===== src/rtl/dcache_store_drain.sv =====
// Store-buffer drain stage: pops the oldest store, writes it byte-enabled into the cache,
// and forwards misses to memory as a write-through. Optional perf counters: STORE_DRAIN_PERF_EN.
module dcache_store_drain #(
    parameter int ENTRY_W = 56
) (
    input  logic               clock,
    input  logic               reset,

    input  logic               sb_pending,
    input  logic               sb_full,
    input  logic [ENTRY_W-1:0] sb_oldest_info,
    output logic               sb_get_oldest,

    input  logic               load_busy,
    input  logic               drain_req,
    output logic               drain_done,

    output logic               dc_wr_valid,
    input  logic               dc_wr_ready,
    output logic [14:0]        dc_wr_tag,
    output logic [1:0]         dc_wr_way,
    output logic [2:0]         dc_wr_word,
    output logic [3:0]         dc_wr_byte_en,
    output logic [31:0]        dc_wr_data,

    input  logic               dc_rsp_valid,
    input  logic               dc_rsp_hit,

    output logic               mem_wr_valid,
    input  logic               mem_wr_ready,
    output logic [19:0]        mem_wr_addr,
    output logic [3:0]         mem_wr_byte_en,
    output logic [31:0]        mem_wr_data,
    input  logic               mem_wr_ack,

    output logic               busy,
    output logic [2:0]         dbg_state
`ifdef STORE_DRAIN_PERF_EN
    ,
    output logic [31:0]        perf_stores,
    output logic [31:0]        perf_misses
`endif
);

    // Handshakes: a transfer happens on a rising clock edge where valid and ready are both
    // high; once raised, valid and its payload stay constant until that transfer occurs.

    typedef enum logic [2:0] {
        IDLE     = 3'd0,
        ISSUE    = 3'd1,
        WAIT_RSP = 3'd2,
        MEM_REQ  = 3'd3,
        MEM_WAIT = 3'd4
    } state_t;

    state_t state;

    logic [14:0] ent_tag;
    logic [4:0]  ent_off;
    logic [1:0]  ent_way;
    logic [1:0]  ent_size;
    logic [31:0] ent_data;
    logic [1:0]  lane;
    logic [3:0]  dec_byte_en;
    logic [31:0] dec_data;
    logic        launch;

    assign ent_tag  = sb_oldest_info[55:41];
    assign ent_off  = sb_oldest_info[40:36];
    assign ent_way  = sb_oldest_info[35:34];
    assign ent_size = sb_oldest_info[33:32];
    assign ent_data = sb_oldest_info[31:0];
    assign lane     = ent_off[1:0];

    // Lane steering is decoded before latching so the registered payload is ready in ISSUE.
    always_comb begin
        dec_byte_en = 4'hF;
        dec_data    = ent_data;
        case (ent_size)
            2'd0: begin
                dec_byte_en = 4'b0001 << lane;
                dec_data    = {24'h000000, ent_data[7:0]} << {lane, 3'b000};
            end
            2'd1: begin
                dec_byte_en = 4'b0011 << {lane[1], 1'b0};
                dec_data    = {16'h0000, ent_data[15:0]} << {lane[1], 4'b0000};
            end
            default: begin
                dec_byte_en = 4'hF;
                dec_data    = ent_data;
            end
        endcase
    end

    // Loads own the port unless the buffer is full or a drain is pending.
    assign launch        = sb_pending && (!load_busy || sb_full || drain_req);
    assign sb_get_oldest = !reset && (state == IDLE) && launch;
    assign drain_done    = drain_req && (state == IDLE) && !sb_pending;
    assign dbg_state     = state;

    // The memory write carries exactly the same lanes as the cache write.
    assign mem_wr_byte_en = dc_wr_byte_en;
    assign mem_wr_data    = dc_wr_data;

    always_ff @(posedge clock) begin
        if (reset) begin
            state         <= IDLE;
            busy          <= 1'b0;
            dc_wr_valid   <= 1'b0;
            mem_wr_valid  <= 1'b0;
            dc_wr_tag     <= '0;
            dc_wr_way     <= '0;
            dc_wr_word    <= '0;
            dc_wr_byte_en <= '0;
            dc_wr_data    <= '0;
            mem_wr_addr   <= '0;
`ifdef STORE_DRAIN_PERF_EN
            perf_stores   <= '0;
            perf_misses   <= '0;
`endif
        end else begin
            case (state)
                IDLE: begin
                    if (launch) begin
                        dc_wr_tag     <= ent_tag;
                        dc_wr_way     <= ent_way;
                        dc_wr_word    <= ent_off[4:2];
                        dc_wr_byte_en <= dec_byte_en;
                        dc_wr_data    <= dec_data;
                        mem_wr_addr   <= {ent_tag, ent_off};
                        dc_wr_valid   <= 1'b1;
                        busy          <= 1'b1;
                        state         <= ISSUE;
                    end
                end
                ISSUE: begin
                    if (dc_wr_ready) begin
                        dc_wr_valid <= 1'b0;
                        state       <= WAIT_RSP;
                    end
                end
                WAIT_RSP: begin
                    if (dc_rsp_valid) begin
                        if (dc_rsp_hit) begin
                            busy  <= 1'b0;
                            state <= IDLE;
`ifdef STORE_DRAIN_PERF_EN
                            if (perf_stores != 32'hFFFF_FFFF)
                                perf_stores <= perf_stores + 32'd1;
`endif
                        end else begin
                            mem_wr_valid <= 1'b1;
                            state        <= MEM_REQ;
`ifdef STORE_DRAIN_PERF_EN
                            if (perf_misses != 32'hFFFF_FFFF)
                                perf_misses <= perf_misses + 32'd1;
`endif
                        end
                    end
                end
                MEM_REQ: begin
                    if (mem_wr_ready) begin
                        mem_wr_valid <= 1'b0;
                        state        <= MEM_WAIT;
                    end
                end
                MEM_WAIT: begin
                    if (mem_wr_ack) begin
                        busy  <= 1'b0;
                        state <= IDLE;
`ifdef STORE_DRAIN_PERF_EN
                        if (perf_stores != 32'hFFFF_FFFF)
                            perf_stores <= perf_stores + 32'd1;
`endif
                    end
                end
                default: begin
                    dc_wr_valid  <= 1'b0;
                    mem_wr_valid <= 1'b0;
                    busy         <= 1'b0;
                    state        <= IDLE;
                end
            endcase
        end
    end

endmodule


===== config.mk =====
export PLATFORM = sky130hd
export DESIGN_NAME = dcache_store_drain
export DESIGN_NICKNAME = d
export VERILOG_FILES = /design/src/rtl/dcache_store_drain.sv
export SDC_FILE = /design/constraint.sdc
export NUM_CORES = 1
export LEC_CHECK = 0
export BUFFER_PORTS_ARGS = -buffer_cell sky130_fd_sc_hd__buf_2
export CELL_PAD_IN_SITES_DETAIL_PLACEMENT = 1
export CELL_PAD_IN_SITES_GLOBAL_PLACEMENT = 1
export CORE_MARGIN = 5
export CORE_UTILIZATION = 30
export CTS_CLUSTER_SIZE = 16
export DETAILED_ROUTE_END_ITERATION = 10
export PLACE_DENSITY = 0.82
export SETUP_SLACK_MARGIN = 0.3
export SLEW_MARGIN = 20
export SYNTH_ARGS = -nofsm -noshare
export SYNTH_HDL_FRONTEND = slang
export SYNTH_SLANG_ARGS = --single-unit

===== constraint.sdc =====
create_clock -name clock -period 2.05 [get_ports clock]
set_clock_uncertainty 0.2 [all_clocks]
set_input_delay 0.3075 -clock clock [delete_from_list [all_inputs] [get_ports clock]]
set_output_delay 0.3075 -clock clock [all_outputs]
set_load 0.03 [all_outputs]

Word-level counts from Yosys, hierarchy flattened
Index checks and enable logic that the tools add are counted.
Widths: inputs -> output; s select.
Cells by class
  equality and inequality tests: 12
  shifts and indexed selects: 4
  muxes and demuxes: 20
  bitwise logic cells: 3
  reduce and logical (&&, ||, !) cells: 20
Operators with widths (number)
  $pmux 32 s2: 1
  $shl 16x5->32: 1
  $shl 8x5->32: 1
  $mux 3: 5
  $pmux 3 s5: 1
  $ne 2x2->1 const B: 7
  $reduce_and 5->1: 2
  $mux 1: 8
  $pmux 4 s2: 1
  $eq 3x2->1 const B: 2
  $pmux 1 s3: 2
  $reduce_or 3->1: 2
  $logic_and 1x1->1: 5
  $pmux 1 s4: 1
  $reduce_and 4->1: 1
  $shl 1x2->4 const A: 1
  $shl 2x2->4 const A: 1
  $eq 3x1->1 const B: 1
  $eq 3x3->1 const B: 1
  $logic_not 1->1: 3
  $logic_not 3->1: 1
  $not 1->1: 3
  $reduce_and 3->1: 1
  $eq 2x1->1 const B: 1
  5 further kinds: 6
Storage, ports and cells
  register bits after elaboration: 82
  bits of input ports: 67
  output and inout port bits: 120

Depth between registers and ports, before layout
Gate-level depths: netlist of the first run.
  word-level depth: 6
  gate-level depth with buffers: 6
  mapped depth without buffers: 4

Least setup slack after synthesis of the first run
Ideal clock, no wire load.
  path type: reg-to-output
  start: reg state[2] (netlist: dbg_state[2])
  end: out drain_done
  data arrival time: 1.607 ns
  data required time: 1.542 ns
  slack: -0.064 ns
  stages on the path, launching flop included: 3
  path through: dfxtp_1 -> or3_1 -> nor3b_1
On the way
  longest elaborated chain between the ends: 3
Ends and longest elaborated chain
  start: declaration: RTL line 56  | state_t state;
  start signal: assignment: RTL line 107  | state <= IDLE;
  start signal: assignment: RTL line 133  | state <= ISSUE;
  start signal: assignment: RTL line 139  | state <= WAIT_RSP;
  $logic_not 3->1: RTL line 98  | assign drain_done = drain_req && (state == IDLE) && !sb_pending;
  $logic_and 1x1->1 (2 in a row): RTL line 98
  end: declaration: RTL line 16  | output logic drain_done,
No other way between the ends.

Final worst setup path of the first run
  start: reg state[0] (netlist: dbg_state[0])
  end: reg dc_wr_byte_en[0]
On the way
  longest elaborated chain between the ends: 2
Ends and longest elaborated chain
  $logic_not 3->1: RTL line 122  | case (state)
  $reduce_and 2->1 (no line)
  end signal: assignment: RTL line 128  | dc_wr_byte_en <= dec_byte_en;
  end: declaration: RTL line 23  | output logic [3:0] dc_wr_byte_en,
No other way between the ends.
A chain may end at the register's enable or synchronous reset.

==> results by group, run 1 <==
Setup path
  – Buffers and inverters on the worst path: 4
  – CP delay by family, top: simple AND/OR/NAND/NOR gates
  – Critical Path End Type: register
  – Max incr delay on CP: 0.42 ns
  – R2R depth: 8
  – R2R Setup Slk: 0.08 ns
  – CP Data Required Time: 2.13 ns
  – Arrival time at the worst endpoint: 2.05 ns
  – Worst setup SP type: register
  – Slowest-stage cell, CP: or3_4
  – CP cell instances: or3_4 > nor3b_4 > buf_6 > buf_8 > buf_12 > buf_16 > nand2_1 > a21oi_1
  – Reg-to-Reg End: dc_wr_byte_en[0]$_SDFFE_PP0P_
  – CP max FO: 8
  – Critical path launch point: dbg_state[0]$_SDFFE_PP0P_
  – Crit. path cell count: 8
  – Worst reg2reg startpoint: dbg_state[0]$_SDFFE_PP0P_
  – Critical path type: register to register
  – Crit path to: dc_wr_byte_en[0]$_SDFFE_PP0P_

Flow run
  – Max-cap violations: 0

Clock tree
  – CTS tree: done
  – H-tree Lvls: 3
  – CTS max path bufs: 2
  – Worst-Skew Late Latency: 0.34 ns
  – Clk root buf: clkbuf_8
  – CTS buffer count: 9
  – CTS Sinks: 64
  – Clock transition at path regs: 0.08 ns

Global routing
  – Initial antenna violation count: 0
  – GRT overflow: 0
  – GRT Util Overall: 0.198
  – Vias in the first global route: 3,754
  – First-pass GRT wire length: 20,200 um
  – Pin count of the biggest net entering global routing: 38

STA
  – RSZ-0062 raised after global routing: yes
  – Fmax: 0.507 GHz
  – Final Hold Viols: 0
  – Period minus WS final: 1.97 ns
  – Worst Max-Slew Pin Slew: 1.01 ns
  – Fin. max-slew vios: 0
  – Final setup fails: 0
  – Rel. slew slack: 0.325
  – Final setup TNS: 0 ns
  – Tcrit/Tclk final: 0.963

Pwr
  – Combinational power share: 0.444
  – Switching Fraction: 0.421
  – VDD IR-drop max: 0.395 mV
  – NetSw: 2030 uW
  – Static Leak: 0.00247 uW
  – Seq pwr share: 0.319
  – Internal cell power: 2790 uW
  – Clock share of power: 0.237
  – PwrDens: 898 mW/mm^2

Layout
  – Fill count: 1,262
  – Nets@finish: 638
  – Fraction of layout cells with a size suffix above 1: 0.623
  – Antenna Diode Count: 0
  – Area growth syn-to-layout: 65.3%
  – Post-route cell area: 0.00536 sq mm

Die
  – Die outline area: 0.0130 sq mm
  – # IOs: 187
  – Initial Util: 0.303
  – Core ar.: 0.0107 sq mm
  – Die Y: 114 um
  – Die W: 114 um
  – Site Rows: 38

Detailed routing
  – Final wirelength: 13,700 um
  – Drt first pass iters: 4
  – Vias: 3,621
  – Routed Antenna Nets: 0
  – Vias per inst: 5.06
  – DRT iter0 DRCs: 187
  – Remaining DRCs: 0
  – Wire per inst: 19.2 um

Yosys
  – Share of the synthesized area in the top cell type: 0.395
  – Mapped Area: 0.00324 sq mm
  – FF+latch count, synth: 64
  – Cell accounting for the most synthesized area: dfxtp_1
  – Most frequent cell after synthesis: dfxtp_1
  – Asr flop ratio synth: 0
  – Synth warn: 0
  – Top FF cell, synth: dfxtp_1
  – Yosys cell types: 32
  – Top cells by count, synth: 64 x dfxtp_1, 56 x buf_4, 56 x nand2_1
  – Top cells by area, synth: dfxtp_1 40%, buf_4 13%, a21oi_1 7.1%, nand2_1 6.5%, nor2_1 4.4%
  – Sequential fraction of the synthesis area: 0.395
  – Mapped Nets: 475
  – Syn Area/Cell: 7.95 sq um
  – EDFF count, synth: 0
  – Synth Instances: 408

Worst hold path
  – HP Class: input port to register

Placement
  – GP Congestion: 0.826
  – Port bufs: 186
  – Hpwl dp: 8470 um
  – Dpl cell area: 0.00394 sq mm

Status
  – Status: finished, final reports clean
==> power by group through the flow <==
stage / clock network, uW / logic, uW / registers [uW]
after detailed placement: 0 / 1480 / 1540
after CTS: 1190 / 1900 / 1520
after floorplan: 0 / 884 / 1800
after global routing: 1240 / 2250 / 1560
after global placement: 0 / 1460 / 1530
final: 1140 / 2140 / 1540
==> logic make-up (layout without fill, tap and decap cells) <==
family                 count (synthesis)  after routing  share of synthesized area
flip-flops                            64             64                      0.395
AO/OA/AOI/OAI                        100            100                      0.205
AND/OR/NAND/NOR                      154            154                      0.227
buffers and inverters                 90            258                      0.173
==> worst reg2reg max path: stages (launching register included) <==
cell,delay (ns)
dfxtp_2,0.34
or3_4,0.42
nor3b_4,0.19
buf_6,0.17
buf_8,0.12
buf_12,0.11
buf_16,0.15
nand2_1,0.07
a21oi_1,0.14
==> worst min path at each step <==
stage	slack [ns]	endpoint	cells past startpoint	start
final	0.02	dc_wr_tag[5]$_SDFFE_PP0P_	3	sb_oldest_info[46]
after global routing	0.0004	dc_wr_tag[5]$_SDFFE_PP0P_	3	sb_oldest_info[46]
after CTS	0.0003	dbg_state[0]$_SDFFE_PP0P_	2	reset
after detailed placement	0.26	mem_wr_addr[0]$_SDFFE_PP0P_	2	mem_wr_addr[0]$_SDFFE_PP0P_
after global placement	0.24	mem_wr_addr[0]$_SDFFE_PP0P_	2	mem_wr_addr[0]$_SDFFE_PP0P_
after floorplan	0.24	dc_wr_tag[0]$_SDFFE_PP0P_	2	sb_oldest_info[41]
==> timing repair <==
item | 4_1_cts | 5_1_grt
buffers inserted | 8 | 7
pin swaps | 27 | 48
hold buffers | 16 | 0
gates cloned | 8 | 0
resized for setup | 77 | 104
hold endpoints to repair | 16 | 0
endpoints found under the setup margin | 57 | 61
==> per-stage QoR <==
step	total power [uW]	setup WS, ns	std cells	util	hold WS (ns)
after floorplan	2690	0.277	408	-	0.244
after global placement	2990	0.195	661	0.369	0.243
after detailed placement	3020	0.110	661	0.369	0.256
after CTS	4610	0.0509	709	0.458	0.000273
after global routing	5060	0.00481	716	0.501	0.000420
final	4820	0.0759	716	0.501	0.0196
==> registers in the layout (all words and copies together) (netlist names) <==
register and cells:
dc_wr_way 2, dc_wr_data 32, dc_wr_byte_en 4, dbg_state 3
busy 1, dc_wr_valid 1, dc_wr_word 2, dc_wr_tag 14
mem_wr_valid 1, mem_wr_addr 4
==> routing by layer <==
metal,track usage,vias to the layer above,part of all wire
li1,-,1708,-
met3,0.0382,14,0.063
met5,0,-,0
met2,0.346,146,0.50
met1,0.243,1753,0.42
met4,0.0633,0,0.015
==> area by class of cell <==
class | instances | area [sq um] | area share
Inverter | 2 | 7.51 | 0.00140
Clock buffer | 9 | 124 | 0.0231
Clock inverter | 7 | 77.6 | 0.0145
Multi-Input combinational cell | 254 | 2030 | 0.380
Timing Repair Buffer | 240 | 1650 | 0.308
Tap cell | 140 | 175 | 0.0327
Sequential cell | 64 | 1290 | 0.241
==> placed cells by master, fill, tap and decap left out, types with 5 or more instances in the layout <==
cell,n
clkbuf_8,9
buf_16,8
buf_6,12
nand2_4,17
nand3_1,8
a21oi_1,16
dlygate4sd3_1,16
nor4bb_1,8
a2bb2oi_1,8
nor3_2,9
a311oi_2,5
nor2_4,19
nand3_2,8
nand2_1,35
and2_1,8
a21oi_2,30
a221oi_1,9
a311oi_1,5
a211oi_2,15
dfxtp_1,61
buf_4,14
buf_2,184
nor2_1,15
Power figures use the tool's default switching activity.
==> inputs of run 2 (changes only) <==
Settings changed: ABC_AREA set to 1, GPL_TIMING_DRIVEN set to 0, PLACE_DENSITY 0.82 to 0.83.
==> run 2 against run 1 <==
Effect of this change: the run now ends with hold timing left; critical path depth down 1; via count is 3.0% higher; count of clock-buffer cells in the layout up 3; clock power fell by 16%; fmax is 2.7% higher; non-clock buffer count increased by 35; sequential power up 23%; synthesized area increased by 1.8%; register-to-register slack better by 0.30 ns; die area up 1.6%; global-route usage is 0.29 points lower; worst setup slack better by 0.053 ns; critical path type is now register to output port; critical endpoint is now sb_get_oldest.
==> results by group, run 2 <==
Setup path
  – CP delay by family, top: simple AND/OR/NAND/NOR gates
  – Buffers and inverters on the worst path: 3 (-1)
  – CP cell instances: nor2_4 > nand2_8 > nor2_8 > buf_8 > nand2_8 > clkinvlp_4 > buf_6
  – CP max FO: 2 (-6)
  – Worst setup SP type: register
  – Slowest-stage cell, CP: dfxtp_4
  – Critical path type: register to output port
  – Max incr delay on CP: 0.35 ns (-0.07 ns)
  – Critical Path End Type: output port
  – CP Data Required Time: 1.54 ns (-0.59 ns)
  – Most common cell on crit path: nand2_8
  – Arrival time at the worst endpoint: 1.41 ns (-0.64 ns)

Die
  – Die outline area: 0.0132 sq mm (+1.6%)
  – Core ar.: 0.0108 sq mm (+0.89%)
  – Initial Util: 0.306 (+0.00266)
  – Die Y: 115 um (+0.81%)
  – # IOs: 187 (unchanged)
  – Die W: 115 um (+0.81%)
  – Site Rows: 38 (unchanged)

Layout
  – Area growth syn-to-layout: 43.8%
  – Most common cell after layout, fill and taps aside: buf_2
  – Nets@finish: 731 (+15%)
  – Fraction of layout cells with a size suffix above 1: 0.449 (-0.174)
  – Fill count: 1,437 (+14%)
  – Most frequent cells in the layout: 187 x buf_2, 91 x nor2_1, 67 x buf_4
  – Multi-input gate area: 0.00134 sq mm (-34%)
  – Register area: 0.00129 sq mm (unchanged)
  – Biggest register: dc_wr_data
  – Max reg flops: 32 (unchanged)
  – Largest regs: dc_wr_data (32), dc_wr_tag (14)

Pwr
  – Combinational power share: 0.590 (+0.146)
  – Static Leak: 0.00260 uW (+5.5%)
  – Internal cell power: 3560 uW (+28%)
  – PwrDens: 1460 mW/mm^2 (+63%)
  – NetSw: 3390 uW (+67%)
  – VDD IR-drop max: 0.493 mV (+25%)
  – Clock share of power: 0.137 (-0.100)
  – Switching Fraction: 0.488 (+0.0670)
  – Seq pwr share: 0.273 (-0.046)

Status
  – Status: complete, but fails checks
  – Violated checks: hold timing

Clock tree
  – CTS max path bufs: 2 (unchanged)
  – CTS tree: done
  – Worst-Skew Late Latency: 0.33 ns (about the same)
  – CTS buffer count: 9 (unchanged)
  – CTS Sinks: 64 (unchanged)
  – Hold_buf cts: 4 (-12)
  – Clk root buf: clkbuf_8
  – Clock transition at path regs: 0.07 ns (about the same)
  – H-tree Lvls: 3 (unchanged)

Global routing
  – M1 GR Usage: 0.231 (-0.0121)
  – Pin count of the biggest net entering global routing: 11 (-71%)
  – First-pass GRT wire length: 20,400 um (+0.75%)
  – Vias in the first global route: 4,068 (+8.4%)
  – GR Layer Usage met2: 0.346 (about the same)
  – GR Util met3: 0.0405 (+0.00233)
  – Most crowded layer after global routing: met2
  – GRT overflow: 0 (unchanged)
  – Initial antenna violation count: 1 (+1)
  – GRT Util Overall: 0.195 (-0.00287)

Detailed routing
  – Final wirelength: 12,800 um (-6.4%)
  – Routed Antenna Nets: 0 (unchanged)
  – Vias: 3,731 (+3.0%)
  – Vias per inst: 4.62 (-8.6%)
  – DRT iter0 DRCs: 188 (+0.53%)
  – Remaining DRCs: 0 (unchanged)
  – Drt first pass iters: 4 (unchanged)
  – Wire per inst: 15.9 um (-17%)

Yosys
  – Syn Area/Cell: 7.28 sq um (-8.3%)
  – Synth Instances: 453 (+11%)
  – Top cells by count, synth: 92 x nor2_1, 64 x dfxtp_1, 56 x buf_4
  – FF+latch count, synth: 64 (unchanged)
  – Share of the synthesized area in the top cell type: 0.388 (-0.00689)
  – Most frequent cell after synthesis: nor2_1
  – Yosys cell types: 26 (-19%)
  – Top FF cell, synth: dfxtp_1
  – EDFF count, synth: 0 (unchanged)
  – Mapped Nets: 520 (+9.5%)
  – Sequential fraction of the synthesis area: 0.388 (-0.00689)
  – Mapped Area: 0.00330 sq mm (+1.8%)
  – Top cells by area, synth: dfxtp_1 39%, buf_4 13%, nor2_1 10%, a21oi_1 5.6%, o21ai_1 5.2%
  – Asr flop ratio synth: 0 (unchanged)
  – Cell accounting for the most synthesized area: dfxtp_1
  – Synth warn: 0 (unchanged)

Flow run
  – Max-cap violations: 0 (unchanged)

STA
  – Tcrit/Tclk final: 0.937 (-0.0257)
  – Period minus WS final: 1.92 ns (-0.0526 ns)
  – Fin. max-slew vios: 0 (unchanged)
  – Final setup TNS: 0 ns (unchanged)
  – Hold WS: -0.0410 ns (-0.0606 ns)
  – Fmax: 0.520 GHz (+2.7%)
  – Worst Max-Slew Pin Slew: 0.477 ns (-0.528 ns)
  – RSZ-0062 raised after global routing: yes
  – Rel. slew slack: 0.682 (+0.357)
  – Final WS setup: 0.129 ns (+0.0526 ns)
  – Final setup fails: 0 (unchanged)
  – Final Hold Viols: 1 (+1)

Placement
  – Hpwl dp: 10,200 um (+21%)
  – GP Congestion: 0.850 (+2.9%)
  – Port bufs: 186 (unchanged)
  – Place WS: 0.0448 ns (-0.0652 ns)

Worst hold path
  – HP Class: input port to register
## run 2: changes by cell type in the layout (fill, tap and decap cells not counted), sizes merged, moves of 10 or more
cell,delta
inv,+29
a211oi,-16
o21ai,+59
nor3,-11
a311oi,-10
dlygate4sd3,-12
nor2,+59
buf,+41
## run 2: power groups by stage
stage / sequential (uW) / clock, uW / combinational (uW)
2_1_floorplan: 2560 / 0 / 2150
5_1_grt: 1960 / 1030 / 4400
4_1_cts: 1900 / 983 / 4080
6_report: 1900 / 953 / 4090
3_5_place_dp: 1930 / 0 / 3900
3_3_place_gp: 1890 / 0 / 3810
## run 2: kinds of logic after synthesis
group                  count (synthesis)  synth area share
and+or+nand+nor                      171             0.228
buffers and inverters                110             0.212
AOI/OAI and AO/OA                    108             0.172
DFF                                   64             0.388
## run 2: area by class of cell
class	count	share of cell area
Multi-Input combinational cell	279	0.283
Buffer	75	0.122
Sequential cell	64	0.272
Clock inverter	1	0.00106
Antenna cell	1	0.000528
Timing Repair Buffer	200	0.222
Tap cell	140	0.0369
Inverter	35	0.0295
Clock buffer	12	0.0327
## run 2: per-layer routing
metal,vias up,part of all wire
met3,21,0.064
met1,1752,0.39
met5,-,0
met4,0,0.023
li1,1844,-
met2,114,0.52
## run 2: worst paths after layout
check	from	to	slack [ns]	depth (start not counted)
min	reset	dc_wr_byte_en[0]$_SDFFE_PP0P_	-0.04	2
min reg2reg	dc_wr_valid$_SDFFE_PP0P_	dc_wr_valid$_SDFFE_PP0P_	0.27	2
max	dbg_state[1]$_SDFFE_PP0P_	sb_get_oldest	0.13	7
max reg2reg	dbg_state[1]$_SDFFE_PP0P_	dc_wr_data[28]$_SDFFE_PP0P_	0.38	8
## run 2: through the flow
step                      hold slack [ns]  cell area, sq um  power (uW)  utilization  std cells
final                             -0.0410              4740        6940        0.439        807
after global routing              -0.0541              4740        7390        0.439        807
after CTS                         -0.0596              4710        6970        0.437        803
after detailed placement            0.273              4420        5830        0.409        779
after global placement              0.250              4420        5710        0.409        779
after floorplan                     0.177              3310        4710            -        453
## run 2: timing repair
item	CTS	global route
hold endpoints to repair	5	1
endpoints found under the setup margin	2	19
gates resized for setup	10	3
buffers inserted	7	3
pin swaps	3	0
